$ cat src/rtl/qspi_rd_pkg.sv
// Shared constants for the QSPI read engine: FSM state codes, opcodes, cmd_id encoding.
// Latency: n/a (constants and a pure decode function).
// Backpressure: n/a.
package qspi_rd_pkg;

  typedef logic [2:0] state_t;

  localparam state_t ST_IDLE   = 3'd0;
  localparam state_t ST_ADDR   = 3'd1;
  localparam state_t ST_DUMMY  = 3'd2;
  localparam state_t ST_DATA   = 3'd3;
  localparam state_t ST_DONE   = 3'd4;
  localparam state_t ST_IGNORE = 3'd5;

  localparam logic [7:0] OP_READ = 8'h03;
  localparam logic [7:0] OP_FAST = 8'h0B;
  localparam logic [7:0] OP_QUAD = 8'h6B;

  localparam logic [1:0] CMD_NONE = 2'b00;
  localparam logic [1:0] CMD_READ = 2'b01;
  localparam logic [1:0] CMD_FAST = 2'b10;
  localparam logic [1:0] CMD_QUAD = 2'b11;

  // Map a completed opcode to its cmd_id; CMD_NONE means "not ours, ignore the rest".
  function automatic logic [1:0] op_to_cmd(input logic [7:0] op, input logic quad_en);
    case (op)
      OP_READ: return CMD_READ;
      OP_FAST: return CMD_FAST;
      OP_QUAD: return quad_en ? CMD_QUAD : CMD_NONE;
      default: return CMD_NONE;
    endcase
  endfunction

endpackage

$ cat src/rtl/qspi_tx_shifter.sv
// Negedge output shifter: loads a RAM word at a byte offset, emits 1 or 4 bits per clock MSB-first.
// Latency: bits appear on dout at the negedge that shifts them; load and first shift may coincide.
// Backpressure: none; the caller must present the next word before word_empty is shifted on.
module qspi_tx_shifter #(
  parameter int RAM_DW = 16,
  parameter int OFF_W  = 1
) (
  input  logic              clk,
  input  logic              rst_n,
  input  logic              load,
  input  logic [OFF_W-1:0]  offset,
  input  logic              shift,
  input  logic              quad,
  input  logic [RAM_DW-1:0] din,
  output logic [3:0]        dout,
  output logic              last_byte_start,
  output logic              word_empty
);

  localparam int LW = $clog2(RAM_DW) + 1;
  localparam logic [LW-1:0] FULL = LW'(RAM_DW);
  localparam logic [LW-1:0] BYTE = LW'(8);

  logic [RAM_DW-1:0] word_q;
  logic [RAM_DW-1:0] src_word;
  logic [LW-1:0]     left_q;
  logic [LW-1:0]     src_left;
  logic [LW-1:0]     skip;
  logic [LW-1:0]     step;

  // Pick the bits to emit: a freshly loaded word (pre-aligned to its start byte) or the held remainder.
  always_comb begin
    skip = LW'({offset, 3'b000});
    step = quad ? LW'(4) : LW'(1);
    if (load) begin
      src_word = din << skip;
      src_left = FULL - skip;
    end else begin
      src_word = word_q;
      src_left = left_q;
    end
  end

  assign word_empty = (left_q == '0);

  // Emit the top bits, keep the remainder, and flag when the final byte of the word begins.
  always_ff @(negedge clk or negedge rst_n) begin
    if (!rst_n) begin
      word_q          <= '0;
      left_q          <= '0;
      dout            <= '0;
      last_byte_start <= 1'b0;
    end else if (shift) begin
      dout            <= quad ? src_word[RAM_DW-1 -: 4] : {2'b00, src_word[RAM_DW-1], 1'b0};
      word_q          <= src_word << step;
      left_q          <= src_left - step;
      last_byte_start <= (src_left == BYTE);
    end else begin
      dout            <= '0;
      last_byte_start <= 1'b0;
      if (load) begin
        word_q <= src_word;
        left_q <= src_left;
      end
    end
  end

endmodule

$ cat src/rtl/qspi_rd_engine.sv
// QSPI-slave read engine (03h/0Bh, 6Bh when QSPI_QUAD_OUT_EN is defined) streaming line-RAM bytes.
// Latency: first data bit on the negedge after the last address (03h) or last dummy (0Bh/6Bh) posedge.
// Backpressure: none toward the master; qspi_rd_busy at address end turns the whole burst into FFh.
module qspi_rd_engine
  import qspi_rd_pkg::*;
#(
  parameter int ADDR_W    = 24,
  parameter int RAM_DW    = 16,
  parameter int RAM_AW    = 3,
  parameter int DUMMY_CYC = 8,
  parameter int BURST_MAX = 4
) (
  input  logic              qspi_clk,
  input  logic              rst_n,
  input  logic              qspi_csn,
  input  logic              qspi_di,
  output logic [3:0]        qspi_do,
  output logic [3:0]        qspi_oe,
  output logic [1:0]        cmd_id,
  output logic [ADDR_W-1:0] qspi_rd_addr,
  output logic              qspi_rd_req,
  input  logic              qspi_rd_busy,
  output logic              ram_ren,
  output logic [RAM_AW-1:0] ram_raddr,
  input  logic [RAM_DW-1:0] ram_rdata
);

  localparam int B     = $clog2(RAM_DW / 8);
  localparam int P     = B + RAM_AW;
  localparam int TAG_W = ADDR_W - P;
  localparam int CNT_W = 16;

`ifdef QSPI_QUAD_OUT_EN
  localparam logic QUAD_EN = 1'b1;
`else
  localparam logic QUAD_EN = 1'b0;
`endif

  localparam logic             UNLIM      = (BURST_MAX == 0);
  localparam logic             NO_DUMMY   = (DUMMY_CYC == 0);
  localparam logic [CNT_W-1:0] OP_LAST    = CNT_W'(7);
  localparam logic [CNT_W-1:0] ADDR_LAST  = CNT_W'(ADDR_W - 1);
  localparam logic [CNT_W-1:0] WIDX_LAST  = CNT_W'(ADDR_W - 1 - B);
  localparam logic [CNT_W-1:0] DUMMY_LAST = CNT_W'((DUMMY_CYC > 0) ? DUMMY_CYC - 1 : 0);
  localparam logic [CNT_W-1:0] SD_LAST    = CNT_W'((BURST_MAX > 0) ? BURST_MAX * 8 - 1 : 0);
  localparam logic [CNT_W-1:0] QD_LAST    = CNT_W'((BURST_MAX > 0) ? BURST_MAX * 2 - 1 : 0);

  state_t             state;
  logic [CNT_W-1:0]   cnt;
  logic [6:0]         op_sr;
  logic [ADDR_W-2:0]  addr_sr;
  logic [TAG_W-1:0]   last_tag;
  logic [B-1:0]       off_q;
  logic               busy_q;
  logic               first_load_q;
  logic [3:0]         oe_q;

  logic [7:0]         opcode;
  logic [1:0]         op_cmd;
  logic [ADDR_W-1:0]  addr_nxt;
  logic [TAG_W-1:0]   tag_nxt;
  logic               quad;
  logic [CNT_W-1:0]   data_last;

  logic               sh_load;
  logic [B-1:0]       sh_off;
  logic               sh_shift;
  logic [3:0]         sh_dout;
  logic               sh_lbs;
  logic               sh_empty;
  logic [RAM_DW-1:0]  sh_din;

  assign opcode    = {op_sr, qspi_di};
  assign op_cmd    = op_to_cmd(opcode, QUAD_EN);
  assign addr_nxt  = {addr_sr, qspi_di};
  assign tag_nxt   = addr_nxt[ADDR_W-1:P];
`ifdef QSPI_QUAD_OUT_EN
  assign quad      = (cmd_id == CMD_QUAD);
`else
  assign quad      = 1'b0;
`endif
  assign data_last = quad ? QD_LAST : SD_LAST;

  // Command FSM on the sampling edge: opcode, address, dummy, data count, fetch and page request.
  always_ff @(posedge qspi_clk or negedge rst_n) begin
    if (!rst_n) begin
      state        <= ST_IDLE;
      cnt          <= '0;
      op_sr        <= '0;
      addr_sr      <= '0;
      last_tag     <= '1;
      off_q        <= '0;
      busy_q       <= 1'b0;
      first_load_q <= 1'b0;
      cmd_id       <= CMD_NONE;
      qspi_rd_addr <= '0;
      qspi_rd_req  <= 1'b0;
      ram_ren      <= 1'b0;
      ram_raddr    <= '0;
    end else begin
      qspi_rd_req  <= 1'b0;
      ram_ren      <= 1'b0;
      first_load_q <= 1'b0;
      if (qspi_csn) begin
        state  <= ST_IDLE;
        cnt    <= '0;
        cmd_id <= CMD_NONE;
        busy_q <= 1'b0;
      end else begin
        case (state)
          ST_IDLE: begin
            op_sr <= opcode[6:0];
            if (cnt == OP_LAST) begin
              cnt    <= '0;
              cmd_id <= op_cmd;
              state  <= (op_cmd != CMD_NONE) ? ST_ADDR : ST_IGNORE;
            end else begin
              cnt <= cnt + CNT_W'(1);
            end
          end
          ST_ADDR: begin
            addr_sr <= addr_nxt[ADDR_W-2:0];
            // Word index is known B bits early, giving the RAM its read cycle before data starts.
            if (cnt == WIDX_LAST) begin
              ram_ren   <= 1'b1;
              ram_raddr <= addr_nxt[RAM_AW-1:0];
            end
            if (cnt == ADDR_LAST) begin
              cnt          <= '0;
              qspi_rd_addr <= {tag_nxt, {P{1'b0}}};
              off_q        <= addr_nxt[B-1:0];
              busy_q       <= qspi_rd_busy;
              first_load_q <= 1'b1;
              if (tag_nxt != last_tag) begin
                qspi_rd_req <= 1'b1;
                last_tag    <= tag_nxt;
              end
              state <= (cmd_id == CMD_READ || NO_DUMMY) ? ST_DATA : ST_DUMMY;
            end else begin
              cnt <= cnt + CNT_W'(1);
            end
          end
          ST_DUMMY: begin
            if (cnt == DUMMY_LAST) begin
              cnt   <= '0;
              state <= ST_DATA;
            end else begin
              cnt <= cnt + CNT_W'(1);
            end
          end
          ST_DATA: begin
            // Prefetch the next word (wrapping in RAM, tag fixed) as the last byte of this one starts.
            if (sh_lbs && !busy_q) begin
              ram_ren   <= 1'b1;
              ram_raddr <= ram_raddr + RAM_AW'(1);
            end
            if (!UNLIM) begin
              if (cnt == data_last) begin
                cnt   <= '0;
                state <= ST_DONE;
              end else begin
                cnt <= cnt + CNT_W'(1);
              end
            end
          end
          default: ;  // DONE and IGNORE wait for csn to rise
        endcase
      end
    end
  end

  // Lane enables follow the state one half-cycle later, on the driving edge.
  always_ff @(negedge qspi_clk or negedge rst_n) begin
    if (!rst_n) begin
      oe_q <= 4'h0;
    end else begin
      oe_q <= (state == ST_DATA) ? (quad ? 4'hF : 4'h2) : 4'h0;
    end
  end

  assign sh_shift = (state == ST_DATA);
  assign sh_load  = first_load_q | (sh_empty & sh_shift);
  assign sh_off   = first_load_q ? off_q : '0;
  assign sh_din   = busy_q ? '1 : ram_rdata;

  qspi_tx_shifter #(
    .RAM_DW (RAM_DW),
    .OFF_W  (B)
  ) u_shifter (
    .clk             (qspi_clk),
    .rst_n           (rst_n),
    .load            (sh_load),
    .offset          (sh_off),
    .shift           (sh_shift),
    .quad            (quad),
    .din             (sh_din),
    .dout            (sh_dout),
    .last_byte_start (sh_lbs),
    .word_empty      (sh_empty)
  );

`ifdef QSPI_QUAD_OUT_EN
  assign qspi_do = sh_dout;
  assign qspi_oe = oe_q;
`else
  logic unused_lanes;
  assign unused_lanes = ^{sh_dout[3:2], sh_dout[0], oe_q[3:2], oe_q[0]};
  assign qspi_do = {2'b00, sh_dout[1], 1'b0};
  assign qspi_oe = {2'b00, oe_q[1], 1'b0};
`endif

endmodule

$ cat config.mk
export PLATFORM = sky130hd
export DESIGN_NAME = qspi_rd_engine
export DESIGN_NICKNAME = d
export VERILOG_FILES = /design/src/rtl/qspi_rd_pkg.sv /design/src/rtl/qspi_tx_shifter.sv /design/src/rtl/qspi_rd_engine.sv
export SDC_FILE = /design/constraint.sdc
export NUM_CORES = 1
export LEC_CHECK = 0
export BUFFER_PORTS_ARGS = -buffer_cell sky130_fd_sc_hd__clkbuf_2
export CAP_MARGIN = 0
export CORE_AREA = 2 2 105 107
export CTS_CLUSTER_SIZE = 10
export DETAILED_ROUTE_END_ITERATION = 10
export DIE_AREA = 0 0 107 109
export PLACE_DENSITY = 0.78
export SLEW_MARGIN = 15
export SYNTH_ARGS = -nofsm -noshare
export SYNTH_HDL_FRONTEND = slang
export SYNTH_SLANG_ARGS = --single-unit
$ cat constraint.sdc
create_clock -name qspi_clk -period 7.44 [get_ports qspi_clk]
set_clock_uncertainty 0.15 [all_clocks]
set_input_delay 1.116 -clock qspi_clk [delete_from_list [all_inputs] [get_ports qspi_clk]]
set_output_delay 1.116 -clock qspi_clk [all_outputs]
set_load 0.005 [all_outputs]
# Word-level counts from Yosys, hierarchy flattened
# Cells that the tools add are included.
word_totals:
  output_inout_bits: 39
  reg_bits: 125
  input_bits: 21
  word_cells: 111
op_classes:
  n_bitwise: 3
  n_reduce_logical: 22
  n_mux: 45
  shift: 1
  addsub: 4
  eq_ne: 18
op_table:
  columns: ["op", "n"]
  rows:
  - ["16-bit 2-to-1 mux", 8]
  - ["16-bit by 5-bit == test with 1-bit output, second input constant", 3]
  - ["16-bit case mux with 3 select lines", 1]
  - ["3-bit 2-to-1 mux", 8]
  - ["20-bit != test", 1]
  - ["16-bit by 1-bit adder with 16-bit output, second input constant", 1]
  - ["16-bit by 3-bit == test with 1-bit output, second input constant", 1]
  - ["1-bit 2-to-1 mux", 16]
  - ["16-bit by 4-bit << shifter with 16-bit output", 1]
  - ["5-bit 2-to-1 mux", 3]
  - ["2-bit nonzero test", 7]
  - ["3-bit case mux with 4 select lines", 1]
  - ["2-bit 2-to-1 mux", 5]
  - ["3-bit != test, second input constant", 3]
  - ["8-bit by 2-bit == test with 1-bit output, second input constant", 1]
  - ["8-bit by 4-bit == test with 1-bit output, second input constant", 1]
  - ["2-bit AND reduction", 4]
  - ["4-bit AND reduction", 2]
  - ["3-bit by 2-bit == test with 1-bit output, second input constant", 2]
  - ["3-bit case mux with 2 select lines", 1]
  - ["5-bit by 4-bit == test with 1-bit output, second input constant", 1]
  - ["5-bit zero test", 1]
  - ["5-bit AND reduction", 1]
  - ["5-bit nonzero test", 1]
  - ["19 further kinds", 19]

# Longest topological paths before layout
# Gate-level depths: netlist of run 1.
logic_depth:
  depth_word: 7
  depth_mapped: 9

# By module
# Synthesis of run 1 repeated with hierarchy kept, for this count alone.
unflattened:
  cells_unflattened: 537
  hier_area_um2: 6212.2
by_module_without_submodules:
  columns: ["module", "cells_each", "area_each_um2", "n_inst"]
  rows:
  - ["qspi_rd_engine", 387, 4677.0, 1]
  - ["qspi_tx_shifter", 150, 1535.2, 1]

==> summary.txt, run 1 <==
outcome -> completed
Mapped Cells -> 609
Filler Cells Inserted -> 801
DRC viols -> 0
number of library cell types mapped by synthesis -> 59
number of hold violations in the final report -> 0
share of layout cells above drive strength 1 -> 22.7%
initial antenna violation count -> 0
vias in the first global route -> 4597
Lkg Pwr -> 0.00335 µW
top_reg_cell synth -> dfrtp_1
final instance area -> 6960 µm²
top cell type's share of synthesized area -> 32.3%
Yosys reg bits -> 123
worst reg2reg startpoint -> first_load_q
Total GRT Usage -> 23.9%
CTS Buffer Depth -> 2
most common cell after layout, fill and taps aside -> nand2_1
# diodes -> 0
power consumption -> 1900 µW
Fin Setup TNS -> 0 ns
clk_lat worst skew -> 0.53 ns
cell taking the most area after synthesis -> dfrtp_1
# IOs -> 60
die area -> 11700 µm²
H-tree Lvls -> 4
post-CTS setup buffer count -> 0
PwrDens -> 273 nW/µm²
hpwl dp -> 8380 µm
drt via density -> 5.84
CTS Buf Count -> 17
Core Box Area -> 10600 µm²
largest net degree at the start of global routing -> 85
Root Driver -> clkbuf_8
Remaining Overflow, GRT -> 0
Worst VDD drop -> 0.000196 V
Core Util, Final -> 65.6%
final-stage net count -> 669
CTS tree -> done
CP Max Fanout -> 32
max_cap viols -> 0
Worst-Margin Slew -> 1.22 ns
final setup fails -> 0
Slew Viols, Final -> 0
Rows -> 38
synthesized area per cell -> 10.1 µm²
RR Endpoint -> u_shifter.word_q[7]
WL final -> 13000 µm
ANT nets after route -> 0
Placed Area -> 6370 µm²
dominant cells by area after synthesis -> dfrtp_1 (32%), dfrtn_1 (9.8%), dfstp_2 (8.6%), nand2_1 (6.2%), mux2_2 (5.5%)
Mapped Area -> 6120 µm²
placed cell count -> 764
# port buffers -> 49
async set-reset flop share out of synthesis -> 100%
Vias -> 4653
yosys warns -> 0
WP data required -> 3.85 ns
post-cts resize count -> 0
first-pass iteration count of the detailed router -> 5
number of synthesized flops with an enable pin -> 0
GPL Wtd Cong -> 0.878
Critical Path Source -> first_load_q
routed wire length per instance -> 16.3 µm
first-pass GRT wire length -> 21800 µm
worst hold path type -> flop to flop
clk sinks -> 123
Die Ht -> 109 µm
commonest non-fill, non-tap cells in the layout -> nand2_1 (101), dfrtp_1 (79), clkbuf_2 (48)
CP Capture Point -> u_shifter.word_q[7]
DRT iter0 DRCs -> 282
WP data arrival -> 3.03 ns
max_slew headroom -> 18.1%
RSZ-0062 raised after global routing -> no
kind of critical path -> flop to flop
clk slew on worst S/H paths -> 0.05 ns
sequential share of the synthesized area -> 50.7%
fin cells -> 797
Die Wd -> 107 µm
initial core utilization -> 57.7%
Setup crit start kind -> flop
worst reg2reg setup slack -> 0.82 ns
Setup crit end kind -> flop
FF-to-FF path depth -> 5
Hold Buf Count CTS -> 0
area grow syn2layout -> 13.6%
registers in the layout, indices dropped and copies added, names as in the netlist:
signal / count
u_shifter.last_byte_start: 1
state: 3
u_shifter.dout: 1
op_sr: 7
qspi_rd_addr: 20
u_shifter.word_q: 16
off_q: 1
ram_ren: 1
u_shifter.left_q: 5
cnt: 16
qspi_rd_req: 1
addr_sr: 23
oe_q: 1
first_load_q: 1
cmd_id: 2
last_tag: 20
busy_q: 1
ram_raddr: 3
worst max-delay path: stages, from the launching register on:
cell and delay [ns]:
dfrtp_1 0.69, inv_1 0.57, o31a_1 0.71, nor2_1 0.15, a211oi_1 0.31, a21oi_1 0.07
per-layer routing:
metal | track usage [%] | part of all wire [%] | routed length [µm] | vias up
li1 | - | - | - | 2195
met1 | 31.1 | 45 | 5830 | 2273
met2 | 39.1 | 48 | 6260 | 165
met3 | 5.74 | 5.7 | 742 | 20
met4 | 9.00 | 1.5 | 192 | 0
met5 | 0 | 0 | 0 | -
how the worst min path moves through the flow:
stage | from | end | slack (ns) | depth (start not counted)
floorplan | addr_sr[2] | addr_sr[3] | 0.29 | 2
global placement | u_shifter.word_q[15] | u_shifter.word_q[15] | 0.32 | 2
detailed placement | u_shifter.word_q[15] | u_shifter.word_q[15] | 0.32 | 2
CTS | u_shifter.word_q[15] | u_shifter.word_q[15] | 0.33 | 2
global route | u_shifter.word_q[8] | u_shifter.word_q[8] | 0.35 | 2
finish | u_shifter.word_q[8] | u_shifter.word_q[8] | 0.33 | 2
kinds of logic after synthesis:
| family | after synthesis | share of synthesized area (%) |
|---|---|---|
| fa+ha+maj | 4 | 0.818 |
| xor+xnor | 33 | 4.72 |
| compound gates | 95 | 10.2 |
| flops | 123 | 50.7 |
| buf+inv | 56 | 4.44 |
| other cells | 1 | 0.0613 |
| simple gates | 242 | 19.0 |
| mux | 55 | 10.0 |
cells in the mapped netlist, types with 12 or more instances:
cell / count
nand2_1: 101
dfrtp_1: 79
nor2_1: 45
mux2_2: 30
clkbuf_1: 29
dfrtn_1: 24
o21ai_0: 23
xor2_1: 23
dfstp_2: 20
mux2_1: 20
a21oi_1: 17
nor4_1: 16
a211oi_1: 15
nor3_1: 14
buf_4: 12
report_power, final:
| group | switching, µW | internal, µW | total (µW) |
|---|---|---|---|
| combinational | 173 | 115 | 287 |
| clock | 285 | 493 | 778 |
| sequential | 89.5 | 745 | 834 |
| total | 547 | 1350 | 1900 |
cell type report:
class                      count  area, µm²  area share, %
timing repair buffer          54        298           4.28
multi-input combinational    439       2780           40.0
inverter                       9       33.8          0.486
clock buffer                  25        504           7.25
tap                          140        175           2.52
sequential                   123       3100           44.6
clock inverter                 7       61.3          0.881
through the flow:
| stage | hold WS (ns) | setup slack (ns) |
|---|---|---|
| finish | 0.335 | 0.825 |
| global route | 0.354 | 0.533 |
| CTS | 0.331 | 0.888 |
| detailed placement | 0.323 | 0.983 |
| global placement | 0.317 | 1.04 |
| floorplan | 0.289 | 1.59 |
No activity file was read; power rests on OpenSTA's default activity.
==> inputs of run 2 (changes only) <==
- CORE_AREA: 2 2 105 107 -> 2 2 110 112
- DIE_AREA: 0 0 107 109 -> 0 0 112 114
- PLACE_DENSITY: 0.78 -> 0.74
- clock period: 7.44 -> 5.6 ns (I/O delays scaled with it)
==> summary.txt, run 2 (synthesis results as in run 1) <==
Core Box Area -> 11700 µm² (was 10600 µm²)
GPL Wtd Cong -> 0.918 (was 0.878)
max_cap viols -> 0 (unchanged)
routed wire length per instance -> 16.2 µm (was 16.3 µm)
kind of critical path -> flop to flop (unchanged)
worst hold path startpoint -> u_shifter.word_q[15] (was u_shifter.word_q[8])
Die Ht -> 114 µm (was 109 µm)
largest register by flop count -> addr_sr (unchanged)
Die Wd -> 112 µm (was 107 µm)
Total GRT Usage -> 22.0% (was 23.9%)
PwrDens -> 369 nW/µm² (was 273 nW/µm²)
Setup crit end kind -> flop (unchanged)
Setup crit start kind -> flop (unchanged)
Worst-Margin Slew -> 1.17 ns (was 1.22 ns)
share of layout cells above drive strength 1 -> 23.4% (was 22.7%)
number of hold violations in the final report -> 0 (unchanged)
initial antenna violation count -> 0 (unchanged)
WP data required -> 2.87 ns (was 3.85 ns)
CTS Buffer Depth -> 2 (unchanged)
hold slack -> 0.316 ns (was 0.335 ns)
H-tree Lvls -> 4 (unchanged)
die area -> 12800 µm² (was 11700 µm²)
# diodes -> 0 (unchanged)
post-cts resize count -> 0 (unchanged)
FF-to-FF path depth -> 5 (unchanged)
first-pass iteration count of the detailed router -> 5 (unchanged)
largest net degree at the start of global routing -> 57 (was 85)
Fin Setup TNS -> 0 ns (unchanged)
internal power -> 1870 µW (was 1350 µW)
final setup fails -> 0 (unchanged)
worst hold path type -> flop to flop (unchanged)
# port buffers -> 49 (unchanged)
Worst VDD drop -> 0.000219 V (was 0.000196 V)
WHS Path Cells -> 2 (unchanged)
Core Util, Final -> 60.1% (was 65.6%)
switch share -> 28.2% (was 28.8%)
CP Max Fanout -> 17 (was 32)
clk slew on worst S/H paths -> 0.06 ns (was 0.05 ns)
clk sinks -> 123 (unchanged)
CTS tree -> done (unchanged)
area grow syn2layout -> 14.9% (was 13.6%)
WP data arrival -> 2.19 ns (was 3.03 ns)
WL final -> 13100 µm (was 13000 µm)
final-stage net count -> 675 (was 669)
Critical Path Source -> off_q (was first_load_q)
clock share of power -> 42.7% (was 41.0%)
ANT nets after route -> 0 (unchanged)
DRT iter0 DRCs -> 467 (was 282)
max_slew headroom -> 21.7% (was 18.1%)
# IOs -> 60 (unchanged)
Lkg Pwr -> 0.00338 µW (was 0.00335 µW)
Reg power frac -> 41.9% (was 43.9%)
Vias -> 4687 (was 4653)
first-pass GRT wire length -> 22300 µm (was 21800 µm)
Rows -> 40 (was 38)
most common cell after layout, fill and taps aside -> nand2_1 (unchanged)
outcome -> completed (unchanged)
Switch Pwr -> 733 µW (was 547 µW)
drt via density -> 5.79 (was 5.84)
DRC viols -> 0 (unchanged)
clk_lat worst skew -> 0.41 ns (was 0.53 ns)
Filler Cells Inserted -> 957 (was 801)
Slew Viols, Final -> 0 (unchanged)
Hold Buf Count CTS -> 0 (unchanged)
largest registers -> addr_sr: 23 flops, last_tag: 20 flops, qspi_rd_addr: 20 flops (unchanged)
post-CTS setup buffer count -> 0 (unchanged)
worst reg2reg startpoint -> off_q (was first_load_q)
Root Driver -> clkbuf_16 (was clkbuf_8)
share of power burned in combinational logic -> 15.4% (was 15.1%)
max reg flops -> 23 (unchanged)
initial core utilization -> 52.3% (was 57.7%)
Remaining Overflow, GRT -> 0 (unchanged)
commonest non-fill, non-tap cells in the layout -> nand2_1 (101), dfrtp_1 (79), clkbuf_2 (48) (unchanged)
CTS Buf Count -> 17 (unchanged)
hpwl dp -> 8690 µm (was 8380 µm)
RSZ-0062 raised after global routing -> no (unchanged)
vias in the first global route -> 4741 (was 4597)
## run 2: cell count changes in the layout (fill, tap and decap cells not counted)
cell / previous run / this run
buf_4: 5 / 12
clkinv_4: 0 / 2
bufinv_16: 1 / 3
clkinv_2: 4 / 2
clkinvlp_4: 1 / 3
clkbuf_16: 16 / 17
buf_12: 1 / 0
clkbuf_8: 7 / 2
## run 2: stage by stage
stage,power [µW],area [µm²],std cells,worst slack [ns]
final,2600,7040,810,0.680
after global routing,2720,7040,810,0.467
after CTS,2620,7040,810,0.664
after detailed placement,1500,6430,778,0.729
after global placement,1470,6430,778,0.707
after floorplan,1370,6150,618,0.705
## run 2: area by class of cell
cell class	instances	area [µm²]	share of cell area, %
sequential	123	3100	44.1
tap	147	184	2.61
inverter	9	33.8	0.480
clock buffer	21	460	6.54
timing repair buffer	60	330	4.70
multi-input combinational	439	2780	39.5
clock inverter	11	144	2.05
## run 2: path summary, 6_finish.rpt
kind / end / slack, ns
min in group asynchronous: cnt[5] / 0.34
hold / removal: u_shifter.word_q[15] / 0.32
setup / recovery: u_shifter.word_q[14] / 0.68
setup reg to reg: u_shifter.word_q[14] / 0.68
hold reg to reg: u_shifter.word_q[15] / 0.32
max in group asynchronous: u_shifter.word_q[3] / 1.77
## run 2: power groups by stage
stage	clock network, µW	registers [µW]	logic (µW)
final	1110	1090	399
after global routing	1170	1110	449
after CTS	1130	1090	400
after detailed placement	0	1100	396
after global placement	0	1100	379
after floorplan	0	1060	308
## run 2: per-layer routing
metal	up-vias	share of wire, %	track usage (%)
met1	2320	46	28.6
met5	-	0	0
met2	148	48	35.2
met4	0	1.5	9.67
li1	2202	-	-
met3	17	4.8	5.47
## run 2: critical path: stages (launching register included)
cell and delay, ns:
dfrtp_1 0.60, nand2_1 0.41, a211oi_1 0.48, nor2_1 0.08, a21oi_1 0.13, o21ai_0 0.08
==> inputs of run 3 (changes only) <==
- REMOVE_ABC_BUFFERS: unset -> 1
==> summary.txt, run 3 (synthesis results as in run 1) <==
outcome -> completed (unchanged)
share of layout cells above drive strength 1 -> 23.7% (was 23.4%)
Core Util, Final -> 59.9% (was 60.1%)
wl on met1 -> 5770 µm (was 6040 µm)
DRC viols -> 0 (unchanged)
Lkg Pwr -> 0.00336 µW (was 0.00338 µW)
post-cts resize count -> 0 (unchanged)
final setup fails -> 0 (unchanged)
clk sinks -> 123 (unchanged)
Hold Buf Count CTS -> 0 (unchanged)
kind of critical path -> flop to flop (unchanged)
RSZ-0062 raised after global routing -> no (unchanged)
most common cell after layout, fill and taps aside -> nand2_1 (unchanged)
Remaining Overflow, GRT -> 0 (unchanged)
# port buffers -> 49 (unchanged)
WL final -> 13200 µm (was 13100 µm)
CTS Buf Count -> 17 (unchanged)
worst reg2reg setup slack -> 0.54 ns (was 0.68 ns)
commonest non-fill, non-tap cells in the layout -> nand2_1 (101), dfrtp_1 (79), clkbuf_2 (48) (unchanged)
worst hold path type -> input pin to async pin (was flop to flop)
first-pass GRT wire length -> 21800 µm (was 22300 µm)
max reg flops -> 23 (unchanged)
first-pass iteration count of the detailed router -> 6 (was 5)
Total GRT Usage -> 21.4% (was 22.0%)
placed cell count -> 777 (was 778)
post-CTS setup buffer count -> 0 (unchanged)
Die Ht -> 114 µm (unchanged)
Core Box Area -> 11700 µm² (unchanged)
H-tree Lvls -> 4 (unchanged)
fin cells -> 809 (was 810)
largest registers -> addr_sr: 23 flops, last_tag: 20 flops, qspi_rd_addr: 20 flops (unchanged)
max_slew headroom -> 31.4% (was 21.7%)
PwrDens -> 367 nW/µm² (was 369 nW/µm²)
Slew Viols, Final -> 0 (unchanged)
initial core utilization -> 52.3% (unchanged)
DR WL met2 -> 6640 µm (was 6230 µm)
top routing layer in use -> met4 (unchanged)
WP data arrival -> 2.33 ns (was 2.19 ns)
hpwl dp -> 8780 µm (was 8690 µm)
GPL Wtd Cong -> 0.885 (was 0.918)
drt via density -> 5.82 (was 5.79)
WP data required -> 2.87 ns (about the same)
largest register by flop count -> addr_sr (unchanged)
Worst-Margin Slew -> 1.03 ns (was 1.17 ns)
DRT iter0 DRCs -> 391 (was 467)
FF-to-FF path depth -> 5 (unchanged)
# IOs -> 60 (unchanged)
CTS Buffer Depth -> 2 (unchanged)
clk_lat worst skew -> 0.42 ns (was 0.41 ns)
number of hold violations in the final report -> 0 (unchanged)
CP Max Fanout -> 34 (was 17)
Placed Area -> 6420 µm² (was 6430 µm²)
die area -> 12800 µm² (unchanged)
max_cap viols -> 0 (unchanged)
Die Wd -> 112 µm (unchanged)
Vias -> 4707 (was 4687)
worst reg2reg startpoint -> state[0] (was off_q)
power consumption -> 2570 µW (was 2600 µW)
initial antenna violation count -> 0 (unchanged)
# diodes -> 0 (unchanged)
Rows -> 40 (unchanged)
Worst VDD drop -> 0.000207 V (was 0.000219 V)
largest net degree at the start of global routing -> 60 (was 57)
final-stage net count -> 674 (was 675)
ANT nets after route -> 0 (unchanged)
met3 WL -> 561 µm (was 635 µm)
Setup crit start kind -> flop (unchanged)
Setup crit end kind -> flop (unchanged)
CTS tree -> done (unchanged)
routed wire length per instance -> 16.3 µm (was 16.2 µm)
area grow syn2layout -> 14.6% (was 14.9%)
RR Endpoint -> u_shifter.left_q[3] (was u_shifter.word_q[14])
vias in the first global route -> 4573 (was 4741)
final instance area -> 7020 µm² (was 7040 µm²)
clk slew on worst S/H paths -> 0.06 ns (about the same)
Root Driver -> clkbuf_16 (unchanged)
## run 3: layout make-up
class                   instances  area, µm²
flip-flops and latches        123       3100
inverters                       9       33.8
fillers                       990       4700
clock inverters                13        144
repair buffers                 59        323
multi-input cells             439       2790
clock buffers                  19        443
well taps                     147        184
## run 3: worst max-delay path: stages, from the launching register on
cell and delay (ns):
dfrtp_1 0.48, nand3b_1 0.18, buf_4 0.34, clkinv_1 0.51
xnor2_1 0.32, a21oi_1 0.09
## run 3: how the worst max path moves through the flow
stage	from	to	slack (ns)	cells after the start
after floorplan	state[2]	u_shifter.word_q[11]	-0.05	5
after global placement	state[0]	u_shifter.left_q[3]	0.65	5
after detailed placement	state[0]	u_shifter.left_q[3]	0.60	5
after CTS	state[0]	u_shifter.left_q[3]	0.55	5
after global routing	state[0]	u_shifter.left_q[3]	0.37	5
final	state[0]	u_shifter.left_q[3]	0.54	5
## run 3: stage by stage
stage / setup slack, ns / hold slack, ns / TNS [ns]
5_1_grt: 0.373 / 0.294 / 0
3_3_place_gp: 0.653 / 0.306 / 0
3_5_place_dp: 0.596 / 0.325 / 0
2_1_floorplan: -0.0453 / 0.289 / -0.179
6_report: 0.538 / 0.249 / 0
4_1_cts: 0.550 / 0.265 / 0
## run 3: power by group
group	internal, µW	switching [µW]	total (µW)
Clock	667	411	1080
Sequential	989	104	1090
Combinational	156	245	402
## run 3: routing by layer
metal | track usage, % | up-vias
li1 | - | 2202
met1 | 27.3 | 2355
met2 | 36.4 | 135
met3 | 5.21 | 15
met4 | 6.91 | 0
met5 | 0 | -
